**src/rtl/spi_bridge_pkg.sv**
```systemverilog
// Shared constants and types for the SPI slot register bank and its arbiter.
package spi_bridge_pkg;

    localparam int NUM_SLOTS = 8;
    localparam int SLOT_W    = 3;

    localparam logic [7:0] TX_BASE   = 8'h00;
    localparam logic [7:0] RX_BASE   = 8'h01;
    localparam logic [7:0] STAT_BASE = 8'h10;
    localparam logic [7:0] ERR_CLR   = 8'h1F;
    localparam logic [7:0] ADDR_END  = 8'h20;

    localparam logic [1:0] RESP_OKAY   = 2'b00;
    localparam logic [1:0] RESP_SLVERR = 2'b10;

    typedef enum logic {TX_IDLE, TX_OFFER} tx_state_e;

endpackage

```
**src/rtl/spi_rr_arbiter.sv**
```systemverilog
// Combinational round-robin pick: first set request at or above ptr, wrapping.
module spi_rr_arbiter
    import spi_bridge_pkg::*;
(
    input  logic [NUM_SLOTS-1:0] req,
    input  logic [SLOT_W-1:0]    ptr,
    output logic [SLOT_W-1:0]    grant,
    output logic                 any_grant
);

    logic [SLOT_W-1:0] idx;

    // Walk from the farthest offset down so the nearest request wins last.
    always_comb begin
        grant     = '0;
        any_grant = 1'b0;
        idx       = '0;
        for (int k = NUM_SLOTS - 1; k >= 0; k--) begin
            idx = ptr + SLOT_W'(k);
            if (req[idx]) begin
                grant     = idx;
                any_grant = 1'b1;
            end
        end
    end

endmodule

```
**src/rtl/spi_slot_regbank.sv**
```systemverilog
// TX/RX slot register bank between the AXI4-Lite slave and the SPI engine.
// Optional irq output enabled by defining SPI_REGBANK_IRQ_EN.
module spi_slot_regbank
    import spi_bridge_pkg::TX_BASE, spi_bridge_pkg::RX_BASE, spi_bridge_pkg::STAT_BASE,
           spi_bridge_pkg::ERR_CLR, spi_bridge_pkg::ADDR_END, spi_bridge_pkg::RESP_OKAY,
           spi_bridge_pkg::RESP_SLVERR, spi_bridge_pkg::SLOT_W, spi_bridge_pkg::tx_state_e,
           spi_bridge_pkg::TX_IDLE, spi_bridge_pkg::TX_OFFER;
#(
    parameter int NUM_SLOTS = 8,
    parameter int DATA_W    = 32
) (
    input  logic              ACLK,
    input  logic              ARESETN,
    input  logic [7:0]        wr_addr,
    input  logic [DATA_W-1:0] wr_data,
    input  logic              wr_en,
    input  logic              wrUpdateDone,
    input  logic [7:0]        rd_addr,
    output logic [DATA_W-1:0] rd_data,
    output logic              getTxRegStat,
    output logic              getRxRegStat,
    output logic [1:0]        getBRESP,
    output logic [1:0]        getRRESP,
    output logic [DATA_W-1:0] spi_tx_data,
    output logic [SLOT_W-1:0] spi_tx_slot,
    output logic              spi_tx_valid,
    input  logic              spi_tx_ready,
    input  logic [DATA_W-1:0] spi_rx_data,
    input  logic [SLOT_W-1:0] spi_rx_slot,
    input  logic              spi_rx_valid,
    output logic              err_tx_drop,
    output logic              err_rx_ovr
`ifdef SPI_REGBANK_IRQ_EN
    ,
    output logic              irq
`endif
);

    logic [NUM_SLOTS-1:0][DATA_W-1:0] tx_slot, rx_slot;
    logic [NUM_SLOTS-1:0] tx_full, rx_full;
    logic [SLOT_W-1:0]    rr_ptr, grant, wr_slot, rd_slot;
    logic                 any_grant, wr_en_q, wr_pulse;
    logic                 wr_tx, wr_rxclr, wr_errclr;
    logic                 handshake, tx_load, tx_drop, offer_take;
    tx_state_e            state, state_nxt;

    logic unused;
    assign unused = wrUpdateDone;

    // wr_en is held for the whole AXI write; act only on its first cycle.
    assign wr_pulse  = wr_en & ~wr_en_q;
    assign wr_slot   = wr_addr[3:1];
    assign wr_tx     = wr_pulse && ((wr_addr & 8'hF1) == TX_BASE);
    assign wr_rxclr  = wr_pulse && ((wr_addr & 8'hF1) == RX_BASE);
    assign wr_errclr = wr_pulse && (wr_addr == ERR_CLR);

    assign spi_tx_valid = (state == TX_OFFER);
    assign handshake    = spi_tx_valid & spi_tx_ready;

    // A slot being handed off this cycle counts as empty, so a coincident write reloads it.
    assign tx_load = wr_tx && (!tx_full[wr_slot] || (handshake && spi_tx_slot == wr_slot));
    assign tx_drop = wr_tx && !tx_load;

    assign rd_slot      = rd_addr[3:1];
    assign rd_data      = rx_slot[rd_slot];
    assign getTxRegStat = tx_full[rd_slot];
    assign getRxRegStat = rx_full[rd_slot];
    assign getBRESP     = (&tx_full) ? RESP_SLVERR : RESP_OKAY;

    always_comb begin
        if (rd_addr >= ADDR_END)       getRRESP = RESP_SLVERR;
        else if (rd_addr >= STAT_BASE) getRRESP = RESP_OKAY;
        else if (rd_addr[0])           getRRESP = RESP_OKAY;
        else                           getRRESP = RESP_SLVERR;
    end

    spi_rr_arbiter u_arb (
        .req       (tx_full),
        .ptr       (rr_ptr),
        .grant     (grant),
        .any_grant (any_grant)
    );

    always_comb begin
        state_nxt  = state;
        offer_take = 1'b0;
        case (state)
            TX_IDLE: if (any_grant) begin
                state_nxt  = TX_OFFER;
                offer_take = 1'b1;
            end
            TX_OFFER: if (spi_tx_ready) state_nxt = TX_IDLE;
            default:  state_nxt = TX_IDLE;
        endcase
    end

    always_ff @(posedge ACLK) begin
        if (!ARESETN) begin
            state       <= TX_IDLE;
            wr_en_q     <= 1'b0;
            tx_slot     <= '0;
            rx_slot     <= '0;
            tx_full     <= '0;
            rx_full     <= '0;
            rr_ptr      <= '0;
            spi_tx_data <= '0;
            spi_tx_slot <= '0;
            err_tx_drop <= 1'b0;
            err_rx_ovr  <= 1'b0;
        end else begin
            state   <= state_nxt;
            wr_en_q <= wr_en;
            if (offer_take) begin
                spi_tx_data <= tx_slot[grant];
                spi_tx_slot <= grant;
            end
            if (handshake) begin
                tx_full[spi_tx_slot] <= 1'b0;
                rr_ptr               <= spi_tx_slot + SLOT_W'(1);
            end
            if (tx_load) begin
                tx_slot[wr_slot] <= wr_data;
                tx_full[wr_slot] <= 1'b1;
            end
            if (wr_errclr) begin
                err_tx_drop <= 1'b0;
                err_rx_ovr  <= 1'b0;
            end
            if (tx_drop) err_tx_drop <= 1'b1;
            if (wr_rxclr) rx_full[wr_slot] <= 1'b0;
            // Incoming RX beats a same-cycle clear of the same slot.
            if (spi_rx_valid) begin
                rx_slot[spi_rx_slot] <= spi_rx_data;
                rx_full[spi_rx_slot] <= 1'b1;
                if (rx_full[spi_rx_slot]) err_rx_ovr <= 1'b1;
            end
        end
    end

`ifdef SPI_REGBANK_IRQ_EN
    always_ff @(posedge ACLK) begin
        if (!ARESETN) irq <= 1'b0;
        else          irq <= (|rx_full) | err_tx_drop | err_rx_ovr;
    end
`endif

endmodule

```
**config.mk**
```make
export PLATFORM = sky130hd
export DESIGN_NAME = spi_slot_regbank
export DESIGN_NICKNAME = d
export VERILOG_FILES = /design/src/rtl/spi_bridge_pkg.sv /design/src/rtl/spi_rr_arbiter.sv /design/src/rtl/spi_slot_regbank.sv
export SDC_FILE = /design/constraint.sdc
export NUM_CORES = 1
export LEC_CHECK = 0
export BUFFER_PORTS_ARGS = -buffer_cell sky130_fd_sc_hd__buf_2
export CAP_MARGIN = 20
export CORE_UTILIZATION = 50
export DETAILED_ROUTE_END_ITERATION = 12
export GPL_ROUTABILITY_DRIVEN = 1
export GPL_TIMING_DRIVEN = 0
export MAX_ROUTING_LAYER = met4
export PLACE_DENSITY = 0.68
export SETUP_SLACK_MARGIN = 0.15
export SLEW_MARGIN = 25
export SYNTH_ARGS = -nofsm -noshare
export SYNTH_HDL_FRONTEND = slang
export SYNTH_SLANG_ARGS = --single-unit
```
**constraint.sdc**
```tcl
create_clock -name ACLK -period 4.9 [get_ports ACLK]
set_input_delay 0 -clock ACLK [delete_from_list [all_inputs] [get_ports ACLK]]
set_output_delay 0 -clock ACLK [all_outputs]
set_load 0.05 [all_outputs]
```
### After elaboration in Yosys (flattened, before gate mapping)

Index checks and enable logic that the tools add are counted.

| operators by class | value |
|---|---|
| $add $sub $neg | 8 |
| $lt $le $gt $ge | 18 |
| eq/ne operators | 3 |
| multiplexer cells | 75 |
| bitwise operators | 10 |
| reductions and logical operators | 15 |

Operator list:

| kind | number |
|---|---|
| bitwise mux 256 bit | 2 |
| binary-select mux 32 bit (select 3 bit) | 2 |
| demux 32 bit (select 3 bit) | 2 |
| two-way mux 32 bit | 4 |
| < comparator 3 x 4 -> 1 bit (second input constant) | 13 |
| two-way mux 8 bit | 6 |
| binary-select mux 1 bit (select 3 bit) | 12 |
| two-way mux 1 bit | 31 |
| two-way mux 3 bit | 8 |
| bitwise AND 8 bit | 2 |
| NOT 8 bit | 2 |
| OR 8 bit | 2 |
| adder 3 bit (second input constant) | 4 |
| demux 1 bit (select 3 bit) | 3 |
| >= comparator 3 x 1 -> 1 bit (second input constant) | 3 |
| logical AND 1 bit | 9 |
| == test 8 x 5 -> 1 bit (second input constant) | 1 |
| >= comparator 8 x 5 -> 1 bit (second input constant) | 1 |
| >= comparator 8 x 6 -> 1 bit (second input constant) | 1 |
| zero test 8 bit | 1 |
| two-way mux 2 bit | 4 |
| AND reduction 8 bit | 1 |
| adder 3 x 1 -> 3 bit (second input constant) | 2 |
| adder 3 x 2 -> 3 bit (second input constant) | 2 |
| 8 further kinds | 11 |

| storage, ports and cells | value |
|---|---|
| register bits | 570 |
| output and inout bits | 76 |
| logic and storage cells | 154 |

### Depth between registers and ports, before layout

Gate-level depths: netlist (run 1).

| logic depth | value |
|---|---|
| word-level depth | 13 |
| depth in mapped cells | 15 |
| gate-level depth less buffers | 10 |

### Cells and area by module

From an unflattened synthesis (run 1), not the netlist that was laid out.

| second synthesis, totals | value |
|---|---|
| cell total of the unflattened synthesis | 2,607 |
| area, all modules | 25,246.7 sq um |

Modules (own cells, without submodules):

| module | times used | cells each | area an instance (sq um) | sequential area each (sq um) |
|---|---|---|---|---|
| spi_slot_regbank | 1 | 2,517 | 24,464.7 | 11,410.9 |
| spi_rr_arbiter | 1 | 90 | 782.0 | 0.0 |

### Least setup slack after synthesis (run 1)

OpenSTA, ideal clock, no wires.

| timing | value |
|---|---|
| path type | reg2reg |
| start | register rr_ptr[1] |
| end | register spi_tx_data[13] |
| arrival time | 3.385 ns |
| required time | 4.826 ns |
| slack | 1.441 ns |
| stages on the path, launching flop included | 16 |
| path buffers | 5 |
| period minus slack after synthesis | 3.459 ns |
| cells stage by stage | dfxtp_1 > buf_6 > buf_6 > inv_1 > ha_1 > buf_2 > mux4_2 > mux2i_1 > nand3_1 > o22a_1 > nand2_1 > buf_2 > clkbuf_1 > nand2_1 > a311o_1 > a31oi_1 |

| between the ends | value |
|---|---|
| longest elaborated chain between the ends | 13 |
| elaborated cells on any way between the ends | 43 |

Ends and longest elaborated chain:

| what | line | source |
|---|---|---|
| start: declaration | spi_slot_regbank.sv:41 | `logic [SLOT_W-1:0] rr_ptr, grant, wr_slot, rd_slot;` |
| start signal: assignment | spi_slot_regbank.sv:119 | `rr_ptr <= spi_tx_slot + SLOT_W'(1);` |
| adder 3 bit | spi_rr_arbiter.sv:19 | `idx = ptr + SLOT_W'(k);` |
| binary-select mux 1 bit (select 3 bit) | spi_rr_arbiter.sv:20 | `if (req[idx]) begin` |
| two-way mux 1 bit (not written as such) | spi_rr_arbiter.sv:20 |  |
| two-way mux 3 bit / two-way mux 1 bit (equally long branches) (8 in series) | spi_rr_arbiter.sv:20 |  |
| binary-select mux 32 bit (select 3 bit) / two-way mux 1 bit (equally long branches) | spi_slot_regbank.sv:114, spi_slot_regbank.sv:88 |  |
| two-way mux 32 bit (not written as such) / two-way mux 1 bit (equally long branches) | spi_slot_regbank.sv:114, spi_slot_regbank.sv:87 |  |
| end signal: assignment | spi_slot_regbank.sv:114 | `spi_tx_data <= tx_slot[grant];` |
| end: declaration | spi_slot_regbank.sv:24 | `output logic [DATA_W-1:0] spi_tx_data,` |

Parallel ways exist; a longest one is shown, timed or not. The select of a mux whose other input is x is not followed.
A chain may end at the register's enable or synchronous reset.

### Final worst setup path (run 1)

| timing | value |
|---|---|
| start | register rr_ptr[0] |
| end | register spi_tx_data[27] |

The elaborated chain is that of the path after synthesis.

==> results of run 1 <==
[cell type report]
type                            instances  area (sq um)
Antenna cell                            2          5.00
Sequential cell                       570         11400
Clock inverter                         16           101
Inverter                               11          41.3
Tap cell                              672           841
Buffer                                333          1470
Fill cell                            4482         20800
Clock buffer                           91          1770
Multi-Input combinational cell       2217         12500
Timing Repair Buffer                  169          1230
[worst paths after layout]
check | from | endpoint | slack (ns) | cells past startpoint
setup reg to reg | rr_ptr[0] | spi_tx_data[27] | 0.31 | 12
setup / recovery | rr_ptr[0] | spi_tx_data[27] | 0.31 | 12
hold reg to reg | tx_slot[62] | tx_slot[62] | 0.45 | 2
hold / removal | wr_addr[2] | rx_full[5] | 0.08 | 5
[Yosys cell counts, drive strengths merged, types with 2 or more instances]
cell / count / area share
a211o: 32 / 0.011
a211oi: 35 / 0.010
a21boi: 60 / 0.018
a21oi: 480 / 0.094
a221oi: 2 / 0.00069
a22oi: 2 / 0.00059
a311o: 32 / 0.013
a31oi: 34 / 0.0084
a32oi: 2 / 0.00069
and2: 8 / 0.0020
and3: 66 / 0.016
and3b: 2 / 0.00069
and4b: 2 / 0.00079
buf: 58 / 0.015
clkbuf: 275 / 0.042
dfxtp: 570 / 0.45
ha: 3 / 0.0015
inv: 10 / 0.0015
mux2: 72 / 0.032
mux2i: 12 / 0.0047
mux4: 82 / 0.073
nand2: 1120 / 0.17
nand2b: 5 / 0.0012
nand3: 14 / 0.0028
nand4: 3 / 0.00074
nor2: 21 / 0.0031
nor2b: 7 / 0.0017
nor3: 5 / 0.00098
nor4: 2 / 0.00049
o2111ai: 2 / 0.00069
o211ai: 34 / 0.010
o21ai: 52 / 0.010
o31ai: 3 / 0.00089
or3: 2 / 0.00049
xor2: 6 / 0.0021
[layer usage]
metal / wire length (um) / part of all wire / global-route usage
met2: 41900 / 0.49 / 0.569
met5: 0 / 0 / -
met4: 3630 / 0.042 / 0.155
met3: 7440 / 0.086 / 0.0592
met1: 33300 / 0.39 / 0.398
[power by group through the flow]
stage               Combinational [mW]  Clock, mW  Sequential (mW)
detailed placement               0.609          0             4.82
global route                     0.707       4.61             4.72
floorplan                        0.384          0             4.83
global placement                 0.598          0             4.81
finish                           0.670       4.39             4.72
CTS                              0.658       4.40             4.72
[worst max-delay path: cells and delay by family, from the launching register on]
family	cells	cell delay (ns)
fa+ha+maj	1	0.40
mux	1	0.43
buf+inv	5	1.79
simple gates	4	1.29
compound gates	1	0.17
flops	1	0.34
[timing repair]
action	in CTS	in global routing
hold buffers	75	0
hold endpoints to repair	540	0
gates resized for setup	0	11
endpoints found under the setup margin	0	28
[through the flow]
step                      setup slack, ns  instances
after floorplan                      1.44       3131
after global placement              0.459       3896
after detailed placement            0.297       3896
after CTS                           0.259       4078
after global routing                0.137       4080
final                               0.305       4081
[kinds of logic (layout without fill, tap and decap cells)]
kind of cell               count (synthesis)  after routing  synth area share
AOI/OAI and AO/OA                        778            778             0.181
xor gates and xnor gates                   7              7           0.00271
adders and majority gates                  3              3           0.00148
buffers and inverters                    344            620            0.0589
DFF                                      570            570             0.449
muxes                                    166            166             0.109
other                                      1              4          0.000147
and+or+nand+nor                         1261           1261             0.198
[sequential cells by signal, summed over array words and instances, names as in the netlist]
signal,flops
rx_slot,256
tx_slot,256
spi_tx_data,32
rx_full,8
tx_full,8
rr_ptr,3
spi_tx_slot,3
err_rx_ovr,1
err_tx_drop,1
spi_tx_valid,1
wr_en_q,1
==> flow_metrics.tcl, run 1 <==
set metrics [dict create \
    result_of_the_run "finished clean" \
    total_leakage_power_nw 10.2 \
    synth-warning-count 0 \
    power_mw 9.78 \
    final_hold_viol_count 0 \
    clockPowerShare 0.449 \
    sw_ratio 0.246 \
    detailedRoute.firstPassIterationCount 5 \
    core_ar_sq_um 50200 \
    postSynth.asyncResetShare 0 \
    critical_path.cell_chain "buf_2 -> inv_1 -> ha_1 -> buf_2 -> mux4_2 -> nand3_1 -> and4b_1 -> and4b_1 -> nor2_1 -> clkbuf_1 -> clkbuf_1 -> a31oi_1" \
    clkSinkCount 570 \
    cts_post_setup_buffers_inserted 0 \
    antenna_violations_before_repair 1 \
    final.min_clock_period_ns 4.59 \
    seqPwrFrac 0.482 \
    slew_violations 0 \
    setup_viol_count_final 0 \
    route.antenna.remaining_nets 0 \
    setup.worst_path.class "reg -> reg" \
    fp-row-count 82 \
    cts_tree "done" \
    timing_worst_slew_pin_value_ns 0.978 \
    mostFrequentLayoutCells "sky130_fd_sc_hd__nand2_1 (1,120), sky130_fd_sc_hd__dfxtp_1 (570), sky130_fd_sc_hd__a21oi_1 (480), sky130_fd_sc_hd__clkbuf_1 (253), sky130_fd_sc_hd__buf_2 (106)" \
    io_buffer_count 93 \
    route.detailed.vias_per_inst 5.88 \
    power_per_cell_area_nw_per_um2 333 \
    p_int_mw 7.37 \
    ys_seq_area_frac 0.449 \
    hpwlAfterDp_mm 59.4 \
    layout.cells.most_common "sky130_fd_sc_hd__nand2_1" \
    cap_violations 0 \
    rsz0062_at_grt "yes" \
    dieArea_sq_um 51800 \
    post_synth_inst_count 3130 \
    cell_variety_after_synth 58 \
    crit_slowest_cell "sky130_fd_sc_hd__nor2_1" \
    synth-edff-count 0 \
    critical_path.max_fanout 10 \
    global_route_wire_length_before_repair_mm 131 \
    cts_inserted_buffers 59 \
    first_global_vias 23300 \
    ios 165 \
    clock_skew_ns 0.0277 \
    post-route-drc-count 0 \
    initial_core_util 0.507 \
    slew_margin_rel 0.346 \
    detailedRoute.firstIterationViolations 2193 \
    yosys_most_used_dff "sky130_fd_sc_hd__dfxtp_1" \
    mean_post_synth_cell_area_sq_um 8.13 \
    critical_path.max_stage_delay_ns 0.75 \
    pin_count_of_the_biggest_net_entering_global_routing 16 \
    netSwitchingPower_mw 2.41 \
    max_freq_mhz 218 \
    endpoint_kind "flop" \
    worst_hold_slack_ns 0.0789 \
    place_congestion 0.982 \
    finalInstanceArea_sq_um 29400 \
    clockBufferDepth 3 \
    grt_usage 0.340 \
    vias 24000 \
    post_route_cells_drive_above_1_share 0.120 \
    clk_transition_reported_paths_ns 0.06 \
    design.final.nets 3453 \
    worstSetupStartpointType "flop" \
    placement.cell_area_sq_um 26700 \
    clock-root-buffer "sky130_fd_sc_hd__clkbuf_16" \
    floorplan.die.width_um 228 \
    globalRouteOverflowTotal 0 \
    synth.cell_area_sq_um 25400 \
    utilization 0.586 \
    final.period_utilization 0.938 \
    worst_hold_path_type "in -> reg" \
    drt-wirelength-per-cell_um 21.1 \
    clk-insertion-delay-late_ns 0.64 \
    critPathRequiredTime_ns 5.37 \
    areaGrowthSynthToFinish_pct 15.6 \
    dieHeight_um 228 \
    htreeDepth 2 \
    critPathArrivalTime_ns 5.06 \
    power.combinational.fraction 0.068 \
    synth_seq_cells 570 \
    setup_total_negative_slack_ns 0 \
    wirelength_mm 86.3 \
    worst_ir_drop_vdd_uv 277 \
]
(Power assumes the default switching activity.)
==> run 2, diff against run 1 <==
--- a/config.mk
+++ b/config.mk
@@ -17,4 +17,5 @@
 export SLEW_MARGIN = 25
 export SYNTH_ARGS = -nofsm -noshare
 export SYNTH_HDL_FRONTEND = slang
+export SYNTH_HIERARCHICAL = 1
 export SYNTH_SLANG_ARGS = --single-unit
==> run 2 against run 1 <==
Effect of this change: flip-flop and latch count unchanged; count of clock-buffer cells in the layout up 5; worst hold slack worse by 0.0071 ns; critical path type unchanged; largest cell class unchanged.
==> flow_metrics.tcl, run 2 <==
set metrics [dict create \
    cap_violations 0 \
    synth-warning-count 6 \
    yosys_most_used_dff "sky130_fd_sc_hd__dfxtp_1" \
    regToRegEndpoint "spi_tx_data[1]" \
    total_leakage_power_nw 11.9 \
    synth_area_leader_cell "sky130_fd_sc_hd__dfxtp_1" \
    post_synth_inst_count 2607 \
    clock_skew_ns 0.0241 \
    rsz0062_at_grt "no" \
    clk_transition_reported_paths_ns 0.06 \
    clockBufferDepth 3 \
    finalInstanceArea_sq_um 29600 \
    drt-wirelength-per-cell_um 21.2 \
    worst_hold_startpoint "spi_rx_slot[1]" \
    global_route_wire_length_before_repair_mm 115 \
    power_per_cell_area_nw_per_um2 339 \
    utilization 0.599 \
    setup.worst_path.class "reg -> reg" \
    placed_cells_incl_taps 3397 \
    setup_viol_count_final 0 \
    rrSetupSlack_ns 0.32 \
    cell_variety_after_synth 67 \
    final.min_clock_period_ns 4.58 \
    holdPathEnd "rx_slot[224]" \
    rr_worst_depth 17 \
    floorplan.die.width_um 227 \
    ys_seq_area_frac 0.452 \
    initial_core_util 0.512 \
    worstSetupStartpointType "flop" \
    worst_ir_drop_vdd_uv 311 \
    place_congestion 0.899 \
    first_global_vias 20700 \
    slew_violations 0 \
    dieArea_sq_um 51400 \
    pin_count_of_the_biggest_net_entering_global_routing 17 \
    synth.cell_area_sq_um 25200 \
    slew_margin_rel 0.384 \
    vias 20900 \
    power_mw 10.0 \
    globalRouteOverflowTotal 0 \
    critPathArrivalTime_ns 5.09 \
    synth-edff-count 0 \
    synth.cells.most_frequent "sky130_fd_sc_hd__nand2_1 (828), sky130_fd_sc_hd__dfxtp_1 (570), sky130_fd_sc_hd__a21oi_1 (306)" \
    detailedRoute.firstIterationViolations 1833 \
    setup_slack_ns 0.316 \
    detailedRoute.firstPassIterationCount 8 \
    critPathRequiredTime_ns 5.41 \
    critical_path.max_stage_delay_ns 0.43 \
    fp-row-count 81 \
    post_route_cells_drive_above_1_share 0.176 \
    endpoint_kind "flop" \
    areaGrowthSynthToFinish_pct 17.2 \
    reg2reg_from "rr_ptr[1]" \
    htreeDepth 2 \
    synth.most_common_cell "sky130_fd_sc_hd__nand2_1" \
    crit_slowest_cell "sky130_fd_sc_hd__mux4_2" \
    mostFrequentLayoutCells "sky130_fd_sc_hd__nand2_1 (828), sky130_fd_sc_hd__dfxtp_1 (570), sky130_fd_sc_hd__a21oi_1 (306), sky130_fd_sc_hd__mux2i_1 (292), sky130_fd_sc_hd__clkbuf_1 (144)" \
    fillerInstances 4174 \
    placement.cell_area_sq_um 26700 \
    final_hold_viol_count 0 \
    dp_slack_ns -0.620 \
    critical_path.cell_chain "buf_4 -> buf_4 -> inv_1 -> ha_1 -> clkbuf_2 -> mux4_2 -> mux2_4 -> a221oi_1 -> and3_1 -> nor3_1 -> nor2_2 -> buf_6 -> buf_4 -> buf_4 -> mux4_2 -> mux2i_1 -> a21oi_1" \
    critical_path.max_fanout 10 \
    layout_top_registers "rx_slot: 256 flops, tx_slot: 256 flops, spi_tx_data: 32 flops" \
    clkSinkCount 570 \
    clk-insertion-delay-late_ns 0.64 \
    cts_post_setup_buffers_inserted 0 \
    path_common_cell "sky130_fd_sc_hd__buf_4" \
    worst_hold_depth 5 \
    io_buffer_count 125 \
    route.antenna.remaining_nets 0 \
    postSynth.asyncResetShare 0 \
    timing_worst_slew_pin_value_ns 0.918 \
    route.detailed.vias_per_inst 5.81 \
    antenna_violations_before_repair 1 \
    design.final.nets 2964 \
    clock-root-buffer "sky130_fd_sc_hd__clkbuf_16" \
    worst_hold_path_type "in -> reg" \
    layout.cells.non_filler 3588 \
    synthTopCellsByArea "sky130_fd_sc_hd__dfxtp_1 (45%), sky130_fd_sc_hd__mux4_2 (12%), sky130_fd_sc_hd__nand2_1 (12%)" \
    grt_usage 0.302 \
    final.period_utilization 0.936 \
    wirelength_mm 76.1 \
    cts_inserted_buffers 59 \
    hpwlAfterDp_mm 51.7 \
    max_freq_mhz 218 \
    post-route-drc-count 0 \
    synth_seq_cells 570 \
    synth.top_cell.area_share 0.452 \
    core_ar_sq_um 49400 \
    dieHeight_um 227 \
    mean_post_synth_cell_area_sq_um 9.68 \
    layout.cells.most_common "sky130_fd_sc_hd__nand2_1" \
    cts_tree "done" \
    ios 165 \
    result_of_the_run "finished clean" \
]
[run 2: cell types whose count changed after synthesis, sizes merged, moves of 27 or more]
| cell | change |
|---|---|
| nand2 | -292 |
| mux2i | +280 |
| a21oi | -174 |
| clkbuf | -113 |
| and3 | -65 |
| mux4 | +62 |
| a21boi | -60 |
| a211oi | -33 |
| a211o | -31 |
| a311o | -31 |
| o211ai | -31 |
| mux2 | -27 |
[run 2: critical path, delay by kind of cell (launching register included)]
family	cells	cell delay (ns)
AOI/OAI and AO/OA	2	0.40
buffers and inverters	7	1.47
muxes	4	1.39
adders and majority gates	1	0.30
and+or+nand+nor	3	0.51
DFF	1	0.35
[run 2: logic make-up (layout without fill, tap and decap cells)]
group,after synthesis,after routing,share of synthesized area
muxes,481,481,0.265
buffers and inverters,239,552,0.0493
xor gates and xnor gates,7,7,0.00243
and+or+nand+nor,905,905,0.141
adders and majority gates,3,3,0.00149
DFF,570,570,0.452
other,1,5,0.000149
AOI/OAI and AO/OA,401,401,0.0880
[run 2: power breakdown]
part           total (mW)  leakage (nW)  internal, mW  switching (mW)
sequential           4.71          4.60          4.69          0.0266
combinational       0.654          6.33         0.210           0.444
clock                4.67          1.00          2.75            1.92
total                10.0          11.9          7.65            2.39
[run 2: area by class of cell]
type                    count  area [sq um]  area share
multi-input cells        1799         12600       0.426
flip-flops and latches    570         11400       0.386
clock buffers              96          1820      0.0614
repair buffers            203          1410      0.0475
plain buffers             232          1270      0.0429
well taps                 664           831      0.0281
clock inverters            14           224     0.00757
inverters                   7          26.3    0.000888
diodes                      3          7.51    0.000254
[run 2: layer usage]
layer  vias up  track usage  routed length (um)  share of wire
li1       9533            -                   -              -
met1     10200        0.378               31200           0.41
met2       903        0.480               36300           0.48
met3       194       0.0544                5840          0.077
met4         0        0.124                2750          0.036
met5         -            -                   0              0
[run 2: through the flow]
step                hold slack (ns)  setup TNS, ns
floorplan                     0.122              0
global placement              0.213         -12.93
detailed placement            0.221         -14.69
CTS                          0.0234              0
global route                 0.0781              0
finish                       0.0718              0
[run 2: repair_timing]
action                                  4_1_cts  5_1_grt
hold endpoints to repair                    531        0
endpoints found under the setup margin       33       27
cloned                                        0        0
hold buffers                                 78        0
gates resized for setup                      18        9
[run 2: worst max-delay path by stage]
stage | slack [ns] | cells past startpoint | start | to
3_3_place_gp | -0.57 | 17 | rr_ptr[1] | spi_tx_data[1]
2_1_floorplan | 0.85 | 17 | rr_ptr[1] | spi_tx_data[10]
6_report | 0.32 | 17 | rr_ptr[1] | spi_tx_data[1]
3_5_place_dp | -0.62 | 17 | rr_ptr[1] | spi_tx_data[1]
5_1_grt | 0.18 | 17 | rr_ptr[1] | spi_tx_data[20]
4_1_cts | 0.23 | 17 | rr_ptr[1] | spi_tx_data[20]
==> run 3, diff against run 2 <==
--- a/config.mk
+++ b/config.mk
@@ -5,6 +5,7 @@
 export SDC_FILE = /design/constraint.sdc
 export NUM_CORES = 1
 export LEC_CHECK = 0
+export ABC_AREA = 1
 export BUFFER_PORTS_ARGS = -buffer_cell sky130_fd_sc_hd__buf_2
 export CAP_MARGIN = 20
 export CORE_UTILIZATION = 50
@@ -12,7 +13,7 @@
 export GPL_ROUTABILITY_DRIVEN = 1
 export GPL_TIMING_DRIVEN = 0
 export MAX_ROUTING_LAYER = met4
-export PLACE_DENSITY = 0.68
+export PLACE_DENSITY = 0.67
 export SETUP_SLACK_MARGIN = 0.15
 export SLEW_MARGIN = 25
 export SYNTH_ARGS = -nofsm -noshare
==> run 3 against run 2 <==
Effect of this change: critical endpoint is now spi_tx_data[7]; total power rose by 65%; worst hold slack got worse by 0.0031 ns; combinational power grew to 11 times the previous value; largest cell class unchanged; count of clock-buffer cells in the layout is 8 lower.
==> flow_metrics.tcl, run 3 <==
set metrics [dict create \
    result_of_the_run "finished clean" \
    cts_post_setup_buffers_inserted 0 \
    synthTopCellsByArea "sky130_fd_sc_hd__dfxtp_1 (40%), sky130_fd_sc_hd__nor2_1 (12%), sky130_fd_sc_hd__o21ai_0 (9.7%)" \
    power_per_cell_area_nw_per_um2 500 \
    rrSetupSlack_ns 0.49 \
    synthXorXnorAreaFrac 0.00126 \
    grt_util_met3 0.0575 \
    grt_most_used_layer "met2" \
    synth.cell_area_sq_um 28700 \
    clk_transition_reported_paths_ns 0.07 \
    slew_violations 0 \
    worst_setup_path_startpoint "rr_ptr[1]" \
    areaGrowthSynthToFinish_pct 15.4 \
    clock_skew_ns 0.0132 \
    ys_seq_area_frac 0.398 \
    setup_viol_count_final 0 \
    setup.worst_path.class "reg -> reg" \
    path_common_cell "sky130_fd_sc_hd__inv_2" \
    place_congestion 0.983 \
    synth_top_family_by_area "simple AND/OR/NAND/NOR gates" \
    fp-row-count 87 \
    worst_hold_path_type "in -> reg" \
    clockBufferDepth 3 \
    grt_usage 0.376 \
    cts_resized 0 \
    cell_variety_after_synth 41 \
    ios 165 \
    setup_slack_ns 0.493 \
    detailedRoute.firstPassIterationCount 6 \
    design.final.nets 4830 \
    synth_simple_gate_area_frac 0.302 \
    dieArea_sq_um 58400 \
    core_ar_sq_um 56500 \
    post_synth_inst_count 4471 \
    initial_core_util 0.508 \
    hpwlAfterDp_mm 76.1 \
    cts_inserted_buffers 60 \
    synth.cells.most_frequent "sky130_fd_sc_hd__nor2_1 (931), sky130_fd_sc_hd__nand2_1 (744), sky130_fd_sc_hd__inv_1 (623)" \
    setup_total_negative_slack_ns 0 \
    portion_of_netlist_area_occupied_by_mux_cells 0 \
    io_buffer_count 125 \
    max_freq_mhz 227 \
    cap_violations 0 \
    final.min_clock_period_ns 4.41 \
    vias 30300 \
    critical_path.max_stage_delay_ns 0.68 \
    worstSetupEndpoint "spi_tx_data[7]" \
    mean_post_synth_cell_area_sq_um 6.42 \
    floorplan.die.width_um 242 \
    rr_worst_depth 20 \
    synth_seq_cells 570 \
    power_mw 16.6 \
    first_global_vias 28300 \
    synth_area_leader_cell "sky130_fd_sc_hd__dfxtp_1" \
    layout_top_registers "rx_slot: 256 flops, tx_slot: 256 flops, spi_tx_data: 32 flops" \
    synth.top_cell.area_share 0.398 \
    critPathRequiredTime_ns 5.43 \
    rsz0062_at_grt "no" \
    worstSetupStartpointType "flop" \
    yosys_most_used_dff "sky130_fd_sc_hd__dfxtp_1" \
    synth.most_common_cell "sky130_fd_sc_hd__nor2_1" \
    clock-root-buffer "sky130_fd_sc_hd__clkbuf_16" \
    endpoint_kind "flop" \
    post-route-drc-count 0 \
    critical_path.cell_chain "buf_6 -> inv_2 -> ha_1 -> buf_4 -> inv_2 -> nand3_2 -> nand3_2 -> nand2_2 -> inv_2 -> a21oi_1 -> o21ai_2 -> o21ai_1 -> buf_2 -> buf_2 -> clkbuf_1 -> o21ai_0 -> nand3_1 -> nand2_1 -> o21ai_0 -> inv_1" \
    crit_slowest_cell "sky130_fd_sc_hd__clkbuf_1" \
    dieHeight_um 242 \
    cts.hold.buffers_added 78 \
    dp_slack_ns 0.610 \
    detailedRoute.firstIterationViolations 3101 \
    critPathArrivalTime_ns 4.94 \
    globalRouteOverflowTotal 0 \
    layout.cells.most_common "sky130_fd_sc_hd__nor2_1" \
    synth-edff-count 0 \
    clk-insertion-delay-late_ns 0.64 \
    synth_fa_ha_area_frac 0.00131 \
    htreeDepth 2 \
    slew_margin_rel 0.203 \
    route.detailed.vias_per_inst 5.45 \
    antenna_violations_before_repair 6 \
    total_leakage_power_nw 15.4 \
    pin_count_of_the_biggest_net_entering_global_routing 16 \
    clkSinkCount 570 \
    final_hold_viol_count 0 \
    global_route_wire_length_before_repair_mm 165 \
    synth-warning-count 6 \
    global_route.usage.met2 0.615 \
    reg2reg_from "rr_ptr[1]" \
    mostFrequentLayoutCells "sky130_fd_sc_hd__nor2_1 (931), sky130_fd_sc_hd__nand2_1 (744), sky130_fd_sc_hd__inv_1 (623), sky130_fd_sc_hd__dfxtp_1 (570), sky130_fd_sc_hd__o21ai_0 (559)" \
    synth_compound_gate_area_share 0.152 \
    critical_path.max_fanout 10 \
    gr-usage-met1 0.434 \
    finalInstanceArea_sq_um 33100 \
    final.period_utilization 0.899 \
    placement.cell_area_sq_um 30300 \
    cts_tree "done" \
    timing_worst_slew_pin_value_ns 1.19 \
    wirelength_mm 109 \
    drt-wirelength-per-cell_um 19.7 \
    worst_ir_drop_vdd_uv 506 \
    route.antenna.remaining_nets 0 \
    postSynth.asyncResetShare 0 \
    regToRegEndpoint "spi_tx_data[7]" \
    post_route_cells_drive_above_1_share 0.0830 \
]
run 3: layout make-up:
| type | count | area, sq um |
|---|---|---|
| diodes | 7 | 17.5 |
| plain buffers | 356 | 1760 |
| clock buffers | 88 | 1730 |
| clock inverters | 22 | 295 |
| fillers | 5641 | 23400 |
| inverters | 644 | 2430 |
| multi-input cells | 2902 | 13100 |
| flip-flops and latches | 570 | 11400 |
| well taps | 756 | 946 |
| repair buffers | 204 | 1420 |
run 3: power breakdown:
group	switching [mW]	internal, mW
logic	5.32	1.57
registers	0.0944	4.78
clock network	2.03	2.75
total	7.44	9.11
run 3: worst max-delay path, delay by kind of cell, from the launching register on:
kind                     cells  cell delay, ns
AO/OA/AOI/OAI                5            1.19
flip-flops                   1            0.37
AND/OR/NAND/NOR              5            0.52
buffers and inverters        9            1.92
adder cells (fa/ha/maj)      1            0.28
run 3: cells by family (layout without fill, tap and decap cells):
kind of cell             after synthesis  in the layout
AND/OR/NAND/NOR                     2045           2045
buffers and inverters               1000           1314
AO/OA/AOI/OAI                        850            850
flip-flops                           570            570
adder cells (fa/ha/maj)                3              3
XOR/XNOR                               2              2
other                                  1              9
run 3: through the flow:
stage | hold WS (ns) | util | std cells
CTS | 0.0139 | 0.585 | 5541
finish | 0.0687 | 0.586 | 5549
global route | 0.0762 | 0.586 | 5548
detailed placement | 0.208 | 0.536 | 5353
global placement | 0.202 | 0.536 | 5353
floorplan | 0.0935 | - | 4472
run 3: worst min-delay path by stage:
stage               start  slack (ns)  cells past startpoint          end
2_1_floorplan       wr_en        0.09                      2      wr_en_q
6_report       wr_addr[3]        0.07                      7  tx_slot[88]
5_1_grt        wr_addr[3]        0.08                      7  tx_slot[87]
3_3_place_gp        wr_en        0.20                      3      wr_en_q
3_5_place_dp        wr_en        0.21                      3      wr_en_q
4_1_cts        wr_addr[0]        0.01                      6   rx_full[6]
run 3: per-layer routing:
layer,share of wire,vias to the layer above,wire length [um]
met3,0.086,448,9380
met4,0.066,0,7210
met2,0.46,1502,50600
li1,-,14600,-
met1,0.39,13700,42100
met5,0,-,0
